==> config.mk <==
export PLATFORM = sky130hd
export DESIGN_NAME = fetch_unit
export DESIGN_NICKNAME = d
export VERILOG_FILES = /design/src/rtl/cpu_pkg.sv /design/src/rtl/fetch_unit.sv
export SDC_FILE = /design/constraint.sdc
export NUM_CORES = 1
export LEC_CHECK = 0
export CORE_ASPECT_RATIO = 0.75
export CORE_UTILIZATION = 54
export DETAILED_ROUTE_END_ITERATION = 10
export PLACE_DENSITY = 0.84
export SLEW_MARGIN = 20
export SYNTH_ARGS = -nofsm -noshare
export SYNTH_HDL_FRONTEND = slang
export SYNTH_SLANG_ARGS = --single-unit
==> constraint.sdc <==
create_clock -name clk -period 4.2 [get_ports clk]
set_input_delay 1.26 -clock clk [delete_from_list [all_inputs] [get_ports clk]]
set_output_delay 1.26 -clock clk [all_outputs]
set_load 0.005 [all_outputs]
==> src/rtl/cpu_pkg.sv <==
// ---------------------------------------------------------------------------
// cpu_pkg
//   Shared CPU definitions: architectural widths and the instruction fetch
//   FSM state encoding. Imported by pipeline stages that need them.
// ---------------------------------------------------------------------------
package cpu_pkg;

    localparam int XLEN   = 64;  // address / PC width
    localparam int INSN_W = 32;  // instruction word width

    // Instruction fetch FSM
    //   FETCH_REQ  : request driven to instruction memory
    //   FETCH_WAIT : one request outstanding, waiting for its word
    //   FETCH_HOLD : word received while decode stalled, buffered locally
    //   FETCH_DROP : outstanding response belongs to a flushed path
    typedef enum logic [1:0] {
        FETCH_REQ  = 2'd0,
        FETCH_WAIT = 2'd1,
        FETCH_HOLD = 2'd2,
        FETCH_DROP = 2'd3
    } fetch_state_e;

endpackage

==> src/rtl/fetch_unit.sv <==
// ---------------------------------------------------------------------------
// fetch_unit
//   Instruction fetch stage. Issues one instruction-memory request at a
//   time, hands each returned word to the IF/ID register with its PC, holds
//   the word while decode is stalled, and flushes on branch/jump redirects.
//
// Ports
//   clk             : clock, all state updates on the rising edge
//   reset_n         : asynchronous active-low reset
//   imem_req_valid  : fetch request valid (only in FETCH_REQ)
//   imem_req_ready  : memory accepts the request this cycle
//   imem_req_addr   : fetch byte address (current fetch PC)
//   imem_resp_valid : instruction word returned this cycle
//   imem_resp_data  : returned instruction word
//   stall           : decode cannot take a new instruction
//   redirect_valid  : taken branch/jump, flush and refetch
//   redirect_pc     : new fetch address
//   instruction_out : instruction to the IF/ID register
//   pc_out          : address of instruction_out
//   valid_out       : instruction_out/pc_out carry a new instruction
// ---------------------------------------------------------------------------
module fetch_unit
    import cpu_pkg::*;
#(
    parameter logic [XLEN-1:0] RESET_PC = 64'h0
) (
    input  logic              clk,
    input  logic              reset_n,
    output logic              imem_req_valid,
    input  logic              imem_req_ready,
    output logic [XLEN-1:0]   imem_req_addr,
    input  logic              imem_resp_valid,
    input  logic [INSN_W-1:0] imem_resp_data,
    input  logic              stall,
    input  logic              redirect_valid,
    input  logic [XLEN-1:0]   redirect_pc,
    output logic [INSN_W-1:0] instruction_out,
    output logic [XLEN-1:0]   pc_out,
    output logic              valid_out
);

    fetch_state_e      state_q, state_d;
    logic [XLEN-1:0]   pc_q, pc_d;
    logic [XLEN-1:0]   req_pc_q;      // address of the outstanding / buffered word
    logic [INSN_W-1:0] buf_q;         // word parked while decode is stalled
    logic              req_valid_q;
    logic [INSN_W-1:0] insn_q;
    logic [XLEN-1:0]   pc_out_q;
    logic              valid_q;

    logic              req_fire;
    logic              deliver_wait;
    logic              deliver_hold;

    // req_valid_q is low for the first cycle after reset even though the
    // state is FETCH_REQ, so the handshake must qualify on it.
    assign req_fire     = (state_q == FETCH_REQ) && req_valid_q && imem_req_ready;
    assign deliver_wait = (state_q == FETCH_WAIT) && imem_resp_valid && !stall && !redirect_valid;
    assign deliver_hold = (state_q == FETCH_HOLD) && !stall && !redirect_valid;

    always_comb begin
        state_d = state_q;
        pc_d    = pc_q;
        if (req_fire) begin
            pc_d = pc_q + 64'd4;
        end
        if (redirect_valid) begin
            pc_d = redirect_pc;
        end

        case (state_q)
            FETCH_REQ: begin
                // A request accepted in the redirect cycle is still in
                // flight; its response must be thrown away.
                if (req_fire) begin
                    state_d = redirect_valid ? FETCH_DROP : FETCH_WAIT;
                end
            end
            FETCH_WAIT: begin
                if (redirect_valid) begin
                    state_d = imem_resp_valid ? FETCH_REQ : FETCH_DROP;
                end else if (imem_resp_valid) begin
                    state_d = stall ? FETCH_HOLD : FETCH_REQ;
                end
            end
            FETCH_HOLD: begin
                if (redirect_valid || !stall) begin
                    state_d = FETCH_REQ;
                end
            end
            FETCH_DROP: begin
                // A redirect here only moves the PC; the pending response
                // is consumed whenever it shows up, even alongside a redirect.
                if (imem_resp_valid) begin
                    state_d = FETCH_REQ;
                end
            end
            default: state_d = FETCH_REQ;
        endcase
    end

    always_ff @(posedge clk or negedge reset_n) begin
        if (!reset_n) begin
            state_q     <= FETCH_REQ;
            pc_q        <= RESET_PC;
            req_pc_q    <= '0;
            buf_q       <= '0;
            req_valid_q <= 1'b0;
            insn_q      <= '0;
            pc_out_q    <= '0;
            valid_q     <= 1'b0;
        end else begin
            state_q     <= state_d;
            pc_q        <= pc_d;
            req_valid_q <= (state_d == FETCH_REQ);

            if (req_fire) begin
                req_pc_q <= pc_q;
            end
            if ((state_q == FETCH_WAIT) && imem_resp_valid) begin
                buf_q <= imem_resp_data;
            end

            // Output register: redirect clears, a new word loads, a stall
            // freezes everything, otherwise valid drops after one cycle.
            if (redirect_valid) begin
                valid_q <= 1'b0;
            end else if (deliver_wait) begin
                insn_q   <= imem_resp_data;
                pc_out_q <= req_pc_q;
                valid_q  <= 1'b1;
            end else if (deliver_hold) begin
                insn_q   <= buf_q;
                pc_out_q <= req_pc_q;
                valid_q  <= 1'b1;
            end else if (!stall) begin
                valid_q <= 1'b0;
            end
        end
    end

    assign imem_req_valid  = req_valid_q;
    assign imem_req_addr   = pc_q;
    assign instruction_out = insn_q;
    assign pc_out          = pc_out_q;
    assign valid_out       = valid_q;

endmodule

# Yosys cells after proc, flatten, opt, wreduce, memory -nomap -nowiden
# Index checks and enable logic that the tools add are counted.
# op_classes
addsub,1
eq_ne,4
n_mux,19
n_bitwise,1
n_reduce_logical,15
# ops
op,count
$mux W64,4
$add A64 B3 Y64 const B,1
$mux W32,2
$mux W2,8
$pmux W2 S4,1
$logic_and A1 B1 Y1,7
$eq A2 B2 Y1 const B,2
$logic_not A2 Y1,2
$mux W1,4
$ne A4 B1 Y1 const B,1
$reduce_bool A2 Y1,2
$eq A2 B1 Y1 const B,1
$logic_not A1 Y1,2
$reduce_and A2 Y1,1
$logic_or A1 B1 Y1,1
$not A1 Y1,1
# word_totals
reg_bits,260
input_bits,102

# Depth between registers and ports, before layout
# Gate-level depths: netlist of run 1.
# depth
ltp_word,6
depth_mapped,8
depth_no_buf,6

# Worst setup path after synthesis of run 1
# OpenSTA, ideal clock, no wires.
# synth_timing
path_type,input -> register
startpoint,in imem_req_ready
endpoint,reg pc_q[51] (netlist: imem_req_addr[51])
setup_ns,0.082
arrival_ns,3.291
required_time_ns,4.118
setup_slack_ns,0.827
path_stages,7
cell_sequence,nand4bb_1 > buf_2 > or4_4 > buf_6 > or4_4 > or4_1 > a31oi_1
# synth_between
elab_chain_len,2
# synth_lines
element,line,text
start: declaration,fetch_unit.sv:30,"input logic imem_req_ready,"
$logic_and A1 B1 Y1,fetch_unit.sv:57,assign req_fire = (state_q == FETCH_REQ) && req_valid_q && imem_req_ready;
$reduce_bool A2 Y1 (no line),--,
end signal: assignment,fetch_unit.sv:114,pc_q <= pc_d;
end: declaration,fetch_unit.sv:43,"logic [XLEN-1:0] pc_q, pc_d;"
# No other way between the ends.
# A chain may end at the register's enable or synchronous reset.

# Worst setup path after layout of run 1
# Ends and elaborated chain as after synthesis.

==> flow_metrics.py, run 1 <==
metrics = {
    "run_status": {
        "status": "complete, no violations",
    },
    "worst_setup_path": {
        "timing.rr.start": "imem_req_addr[2]",
        "crit_path_end_kind": "flip-flop",
        "ff2ff_setup_slack_ps": 1240,
        "reg2reg_to": "imem_req_addr[44]",
        "start_kind": "primary input",
        "worst_path_max_delay_cell": "or4_4",
        "cp_slowest_stage_delay_ps": 630,
        "rr_worst_depth": 6,
        "crit_arrival_ps": 3790,
        "crit_type": "primary input to flip-flop",
        "crit_top_cell": "or4_4",
        "crit_path_max_fanout": 7,
        "path_cells": "clkdlybuf4s50_1 -> nand4bb_4 -> or4_4 -> or4_4 -> or4_1 -> a31oi_1",
        "worstPathRequired_ps": 4630,
    },
    "routing": {
        "first_iter_violations": 932,
        "route.detailed.drc": 0,
        "wl_per_cell_um": 19.58,
        "vias": 9596,
        "via_per_inst": 5.876,
        "first_pass_iters": 6,
        "totalWireLength_um": 31980,
        "ant_nets": 0,
    },
    "synth": {
        "synth_nets": 1210,
        "yosysTopAreaCellShare_pct": 58.20,
        "yosysWarningCount": 0,
        "netlist_top_cells_area": "dfrtp_1 58%, nand2_1 11%, mux2_2 6.8%",
        "syn_avg_cell_area_um2": 10.10,
        "synthFlopType": "dfrtp_1",
        "synth-edff-count": 0,
        "synth_fa_ha_area_share_pct": 0.1119,
        "synth-simple-area-share_pct": 21.45,
        "synth_top_family_by_area": "simple AND/OR/NAND/NOR gates",
        "yosysTopAreaCell": "dfrtp_1",
        "synth_compound_area_share_pct": 7.689,
        "muxShareOfSynthArea_pct": 6.939,
        "synth_xor_area_share_pct": 3.134,
        "ys_types": 50,
        "yosys_register_bits": 260,
        "synthesis.area_mm2": 0.01118,
        "async_flop_share_pct": 100.0,
        "ys_seq_area_share_pct": 58.20,
        "syn_inst": 1107,
    },
    "hold_path": {
        "hold_class": "flip-flop to flip-flop",
        "holdCritStartpoint": "buf_q[30]",
        "worstHoldPathCells": 2,
        "hold_end": "buf_q[30]",
    },
    "power_and_ir_drop": {
        "power_density_mw_per_mm2": 596.1,
        "leakagePower_nw": 6.562,
        "power_frac_seq_pct": 44.8,
        "switching_share_pct": 30.20,
        "power_frac_clock_pct": 24.4,
        "worst_ir_drop_vdd_mv": 0.3535,
        "switchingPower_mw": 2.686,
        "share_comb_of_total_power_pct": 30.8,
        "internal_power_mw": 6.207,
    },
    "sta": {
        "hold_viol": 0,
        "finalCritPeriodShare_pct": 80.03,
        "skew_ps": 11.94,
        "setup_viol": 0,
        "max_slew_margin_pct": 50.27,
        "period_needed_ps": 3361,
        "tightest_slew_ps": 744.8,
        "rsz0062_at_grt": "false",
        "clock.fmax_ghz": 0.2975,
        "setup-tns-final_ps": 0,
        "drv_slew": 0,
        "hold_slack_ps": 461.6,
    },
    "global_routing": {
        "grt_pass1_wl_um": 51030,
        "grt_overflow_total": 0,
        "first_global_vias": 9387,
        "grt_use_total_pct": 30.22,
        "grt_max_degree": 89,
        "antenna_found_initial": 1,
    },
    "place": {
        "place.gp.congestion": 0.8910,
        "port_buffers": 263,
        "hpwl_um": 21820,
    },
    "die": {
        "dieArea_mm2": 0.02129,
        "coreArea_mm2": 0.02027,
        "io_pins": 264,
        "die_y_um": 126.6,
        "die_w_um": 168.1,
        "rows": 45,
        "initial_core_util_pct": 55.15,
    },
    "cts": {
        "post_cts_resized": 0,
        "cts_root_buf": "clkbuf_16",
        "insertion_delay_ps": 510,
        "numCtsBuffers": 25,
        "post_cts_buffers": 0,
        "cts_max_path_buffers": 3,
        "cts_tree": "yes",
        "clock-sinks": 260,
        "htree_levels": 1,
        "cts.clk_slew.worst_paths_ps": 60,
        "cts-hold-fix-buffers": 0,
    },
    "cells_and_area": {
        "layout-drive-gt1-share_pct": 10.04,
        "final_cell_mix": "335 x nand2_1, 261 x clkdlybuf4s50_1, 260 x dfrtp_1",
        "final_util_pct": 73.59,
        "num_antenna_cells": 0,
        "final_common_cell": "nand2_1",
        "area_growth_pct": 33.43,
        "final_nets": 1461,
    },
    "job": {
        "cap_violations": 0,
    },
}
-- cell usage after synthesis, drive strengths merged, types with 2 or more instances --
library cell / count
nor4: 15
nand2: 335
nor2: 65
dfrtp: 260
clkbuf: 51
a221o: 32
a31oi: 20
mux2: 68
xor2: 16
or4b: 2
or2: 2
nor2b: 2
or4: 14
o21ai: 64
buf: 8
o31ai: 5
and2: 4
nand2b: 2
inv: 12
nor3: 10
nand4: 30
nand3: 23
or3: 17
nor4bb: 3
and3: 6
xnor2: 24
and4: 2
-- worst max-delay path by stage --
stage                   startpoint                end  slack, ps
floorplan           imem_req_ready  imem_req_addr[51]        830
global placement    imem_req_ready  imem_req_addr[51]        360
detailed placement  imem_req_ready  imem_req_addr[51]        320
CTS                 imem_req_ready  imem_req_addr[51]        850
global route        imem_req_ready  imem_req_addr[47]        770
finish              imem_req_ready  imem_req_addr[51]        840
-- routing by layer --
layer  GRT usage (%)  vias to the layer above  share of wire, %
li1                -                     4315                 -
met1           42.19                     4713                42
met2           47.23                      489                45
met3           7.270                       77               9.3
met4           9.305                        2               3.0
met5               0                        -             0.050
-- registers in the layout, indices dropped and copies added (netlist names) --
signal	flops
imem_req_valid	1
imem_req_addr	64
valid_out	1
req_pc_q	64
instruction_out	32
pc_out	64
buf_q	32
state_q	2
-- power groups by stage --
stage                     Sequential [mW]  Combinational [mW]  Clock, mW
after floorplan                      3.89                1.25          0
after global placement               3.96                2.63          0
after detailed placement             4.01                2.73          0
after CTS                            3.98                2.76       2.19
after global routing                 4.08                3.01       2.30
final                                3.99                2.74       2.17
-- cell type report --
cell class	count	area (um^2)
inverter	12	45.04
fill	1410	5353
timing repair buffer	283	2808
tap	258	322.8
sequential	260	6506
clock buffer	40	732.0
clock inverter	4	50.05
multi-input combinational	776	4453
-- per-stage QoR --
step,std cells,total power [mW],setup slack [ps],cell area (um^2)
floorplan,1107,5.143,827.3,11180
global placement,1589,6.587,362.1,14130
detailed placement,1589,6.734,323.4,14130
CTS,1633,8.931,853.1,14920
global route,1633,9.393,768.1,14920
finish,1633,8.893,838.9,14920
-- cells by family (layout without fill, tap and decap cells) --
logic type / count (synthesis) / in the layout
AO/OA/AOI/OAI: 128 / 128
XOR/XNOR: 40 / 40
adder cells (fa/ha/maj): 1 / 1
buffers and inverters: 71 / 339
flip-flops: 260 / 260
multiplexers: 69 / 69
AND/OR/NAND/NOR: 538 / 538
-- critical path, delay by kind of cell --
family | cells | cell delay [ps]
simple gates | 4 | 1820
compound gates | 1 | 170
buf+inv | 1 | 540
Note: power is estimated with default switching activity, not from simulation.
==> run 2, diff against run 1 <==
CORE_UTILIZATION = 50   (was 54)
PLACE_DENSITY = 0.78   (was 0.84)
clock period = 3.1 ns   (was 4.2 ns; I/O delays follow)
==> flow_metrics.py, run 2 (synthesis results as in run 1) <==
metrics = {
    "sta": {
        "setup-tns-final_ps": 0,
        "rsz0062_at_grt": "false",
        "max_slew_margin_pct": 47.92,
        "drv_slew": 0,
        "hold_slack_ps": 425.4,
        "finalCritPeriodShare_pct": 93.91,
        "clock.fmax_ghz": 0.3435,
        "period_needed_ps": 2911,
        "setup_slack_ps": 188.8,
        "setup_viol": 0,
        "tightest_slew_ps": 781.2,
        "skew_ps": 12.90,
        "hold_viol": 0,
    },
    "place": {
        "hpwl_um": 22530,
        "place.gp.congestion": 0.8622,
        "dp_slack_ps": -367.6,
        "port_buffers": 263,
        "placed_area_mm2": 0.01450,
    },
    "power_and_ir_drop": {
        "leakagePower_nw": 6.847,
        "power_density_mw_per_mm2": 814.3,
        "power.total_mw": 12.58,
        "worst_ir_drop_vdd_mv": 0.6073,
    },
    "run_status": {
        "status": "complete, no violations",
    },
    "die": {
        "rows": 46,
        "die_y_um": 131.5,
        "io_pins": 264,
        "coreArea_mm2": 0.02153,
        "die_w_um": 174.7,
        "initial_core_util_pct": 51.94,
        "dieArea_mm2": 0.02297,
    },
    "worst_setup_path": {
        "crit_top_cell": "or4_4",
        "crit_arrival_ps": 3370,
        "ff2ff_setup_slack_ps": 240,
        "start_kind": "primary input",
        "crit_path_end_kind": "flip-flop",
        "path_depth": 6,
        "rr_worst_depth": 5,
        "worst_path_max_delay_cell": "or4_4",
        "crit_type": "primary input to flip-flop",
        "critPathBufInv": 1,
        "cp_slowest_stage_delay_ps": 560,
        "crit_path_max_fanout": 4,
        "cpLargestDelayFamily": "simple AND/OR/NAND/NOR gates",
        "worstPathRequired_ps": 3560,
        "path_cells": "clkdlybuf4s50_1 -> nand4bb_4 -> or4_4 -> or4_4 -> or4_1 -> a31oi_1",
    },
    "cells_and_area": {
        "final_common_cell": "nand2_1",
        "final_nets": 1499,
        "layout-drive-gt1-share_pct": 13.14,
        "fin_area_mm2": 0.01545,
        "final_cell_mix": "335 x nand2_1, 261 x clkdlybuf4s50_1, 260 x dfrtp_1",
        "area_growth_pct": 38.21,
    },
    "routing": {
        "route.detailed.drc": 0,
        "vias": 9601,
        "ant_nets": 0,
        "first_pass_iters": 5,
        "via_per_inst": 5.634,
        "totalWireLength_um": 32320,
        "wl_per_cell_um": 18.97,
        "first_iter_violations": 1005,
    },
    "cts": {
        "cts_tree": "yes",
        "numCtsBuffers": 26,
        "cts_root_buf": "clkbuf_16",
        "cts.clk_slew.worst_paths_ps": 60,
        "insertion_delay_ps": 530,
        "clock-sinks": 260,
        "cts-hold-fix-buffers": 0,
        "htree_levels": 1,
        "cts_max_path_buffers": 3,
    },
    "global_routing": {
        "grt_overflow_total": 0,
        "grt_use_total_pct": 28.21,
        "grt_pass1_wl_um": 51920,
        "antenna_found_initial": 0,
        "grt_max_degree": 91,
        "first_global_vias": 9403,
    },
    "job": {
        "cap_violations": 0,
    },
    "hold_path": {
        "hold_class": "primary input to async pin",
    },
}
-- run 2: power breakdown --
part           total, mW  internal, mW  switching [mW]
registers           5.34          4.62           0.725
logic               3.79          2.16            1.64
clock network       3.44          2.10            1.34
total               12.6          8.87            3.71
-- run 2: what timing repair did --
| action | CTS | global route |
|---|---|---|
| setup endpoints to repair | 0 | 1 |
| buffers inserted | 0 | 0 |
| gates resized for setup | 0 | 1 |
-- run 2: area by class of cell --
type	instances	area (um^2)
Tap cell	288	360.3
Clock buffer	34	742.0
Inverter	12	45.04
Timing Repair Buffer	320	3136
Fill cell	1588	6075
Sequential cell	260	6506
Antenna cell	1	2.502
Clock inverter	13	198.9
Multi-Input combinational cell	776	4461
-- run 2: metrics by stage --
stage                     std cells  utilization [%]
after floorplan                1107                -
after global placement         1656            67.36
after detailed placement       1656            67.36
after CTS                      1703            71.73
after global routing           1703            71.77
final                          1704            71.78
-- run 2: final timing paths --
path	start	to
setup / recovery	imem_req_ready	imem_req_addr[51]
hold / removal	reset_n	pc_out[14]
setup reg to reg	imem_req_addr[20]	imem_req_addr[46]
hold reg to reg	buf_q[22]	buf_q[22]
max in group asynchronous	reset_n	buf_q[29]
min in group clk	buf_q[22]	buf_q[22]
-- run 2: per-layer routing --
metal  wire, um  vias to the layer above  share of wire [%]  GRT usage (%)
li1           -                     4397                  -              -
met1      14300                     4735                 44          40.97
met2      14410                      421                 45          42.53
met3       2883                       48                8.9          6.655
met4        729                        0                2.3          7.246
met5          0                        -                  0              0
==> run 3, diff against run 2 <==
REMOVE_ABC_BUFFERS = 1   (was not set)
==> flow_metrics.py, run 3 (synthesis results as in run 1) <==
metrics = {
    "place": {
        "placed_area_mm2": 0.01446,
        "dp_slack_ps": -352.2,
        "hpwl_um": 22740,
        "port_buffers": 263,
        "place.gp.congestion": 0.9013,
        "dp_cells": 1650,
    },
    "sta": {
        "rsz0062_at_grt": "false",
        "hold_viol": 0,
        "max_slew_margin_pct": 53.28,
        "tightest_slew_ps": 700.8,
        "setup_viol": 0,
        "setup-tns-final_ps": 0,
        "drv_slew": 0,
        "period_needed_ps": 2970,
        "setup_slack_ps": 129.5,
        "skew_ps": 9.013,
        "clock.fmax_ghz": 0.3366,
        "finalCritPeriodShare_pct": 95.82,
        "hold_slack_ps": 301.5,
    },
    "cts": {
        "numCtsBuffers": 26,
        "cts_root_buf": "clkbuf_16",
        "insertion_delay_ps": 530,
        "cts_tree": "yes",
        "cts_max_path_buffers": 3,
        "clock-sinks": 260,
        "post_cts_buffers": 0,
        "post_cts_resized": 0,
        "cts.clk_slew.worst_paths_ps": 60,
        "htree_levels": 1,
        "cts-hold-fix-buffers": 0,
    },
    "cells_and_area": {
        "fin_area_mm2": 0.01533,
        "final_nets": 1493,
        "area_growth_pct": 37.12,
        "layout-drive-gt1-share_pct": 12.70,
        "final_cell_mix": "335 x nand2_1, 261 x clkdlybuf4s50_1, 260 x dfrtp_1",
        "filler_cell_count": 1594,
        "finalNonFillerCells": 1700,
        "final_util_pct": 71.22,
        "final_common_cell": "nand2_1",
    },
    "die": {
        "io_pins": 264,
        "initial_core_util_pct": 51.94,
        "rows": 46,
        "die_w_um": 174.7,
        "die_y_um": 131.5,
        "coreArea_mm2": 0.02153,
        "dieArea_mm2": 0.02297,
    },
    "power_and_ir_drop": {
        "power.total_mw": 12.33,
        "power_density_mw_per_mm2": 804.6,
        "leakagePower_nw": 6.782,
        "switching_share_pct": 30.11,
        "worst_ir_drop_vdd_mv": 0.5301,
        "internal_power_mw": 8.621,
        "power_frac_clock_pct": 25.9,
        "switchingPower_mw": 3.714,
        "power_frac_seq_pct": 43.4,
        "share_comb_of_total_power_pct": 30.7,
    },
    "routing": {
        "first_iter_violations": 805,
        "via_per_inst": 5.693,
        "totalWireLength_um": 32970,
        "vias": 9678,
        "route.detailed.drc": 0,
        "wl_per_cell_um": 19.39,
        "first_pass_iters": 5,
        "ant_nets": 0,
    },
    "worst_setup_path": {
        "reg2reg_to": "imem_req_addr[58]",
        "timing.rr.start": "imem_req_addr[19]",
        "crit_arrival_ps": 3430,
        "rr_worst_depth": 5,
        "crit_path_max_fanout": 25,
        "worstPathRequired_ps": 3560,
        "start_kind": "primary input",
        "crit_path_end_kind": "flip-flop",
        "crit_type": "primary input to flip-flop",
        "ff2ff_setup_slack_ps": 300,
    },
    "run_status": {
        "status": "complete, no violations",
    },
    "global_routing": {
        "grt_use_total_pct": 28.73,
        "grt_pass1_wl_um": 52610,
        "grt_max_degree": 82,
        "antenna_found_initial": 1,
        "grt_overflow_total": 0,
        "first_global_vias": 9591,
    },
    "hold_path": {
        "hold_class": "primary input to async pin",
    },
    "job": {
        "cap_violations": 0,
    },
}
run 3: cell types whose count changed in the layout (fill, tap and decap cells not counted), sizes merged:
cell / delta
inv: +1
diode: +1
bufinv: -3
buf: -6
clkinv: +2
clkbuf: +1
run 3: area by class of cell:
type	count	area (um^2)	share of cell area, %
Sequential cell	260	6506	42.44
Clock inverter	13	123.9	0.8080
Clock buffer	35	745.7	4.865
Multi-Input combinational cell	776	4453	29.05
Tap cell	288	360.3	2.351
Antenna cell	2	5.005	0.03265
Timing Repair Buffer	314	3090	20.16
Inverter	12	45.04	0.2938
run 3: power groups by stage:
| stage | Sequential [mW] | Combinational [mW] | Clock [mW] |
|---|---|---|---|
| 5_1_grt | 5.49 | 4.15 | 3.39 |
| 2_1_floorplan | 5.27 | 1.70 | 0 |
| 6_report | 5.36 | 3.79 | 3.19 |
| 4_1_cts | 5.35 | 3.83 | 3.25 |
| 3_3_place_gp | 5.34 | 3.68 | 0 |
| 3_5_place_dp | 5.39 | 3.80 | 0 |
run 3: worst max path at each step:
stage                     slack (ps)      startpoint           endpoint  cells after the start
after floorplan                -4770  imem_req_ready  imem_req_addr[44]                      5
after detailed placement        -350  imem_req_ready  imem_req_addr[51]                      6
final                            130  imem_req_ready  imem_req_addr[59]                      8
after global routing              10  imem_req_ready  imem_req_addr[59]                      8
after global placement          -310  imem_req_ready  imem_req_addr[51]                      6
after CTS                        190  imem_req_ready  imem_req_addr[59]                      8
run 3: worst max-delay path, cell delays in order:
cell and delay [ps]:
clkdlybuf4s50_1 550, nand4bb_4 160, buf_4 260, nor4_2 390, buf_4 200, nand4_1 210
or4_1 540, a31oi_1 160
run 3: per-layer routing:
layer	wire (um)	GRT usage (%)
met2	15060	44.31
met4	1013	10.48
met5	0	0
met1	13760	39.14
met3	3126	7.465
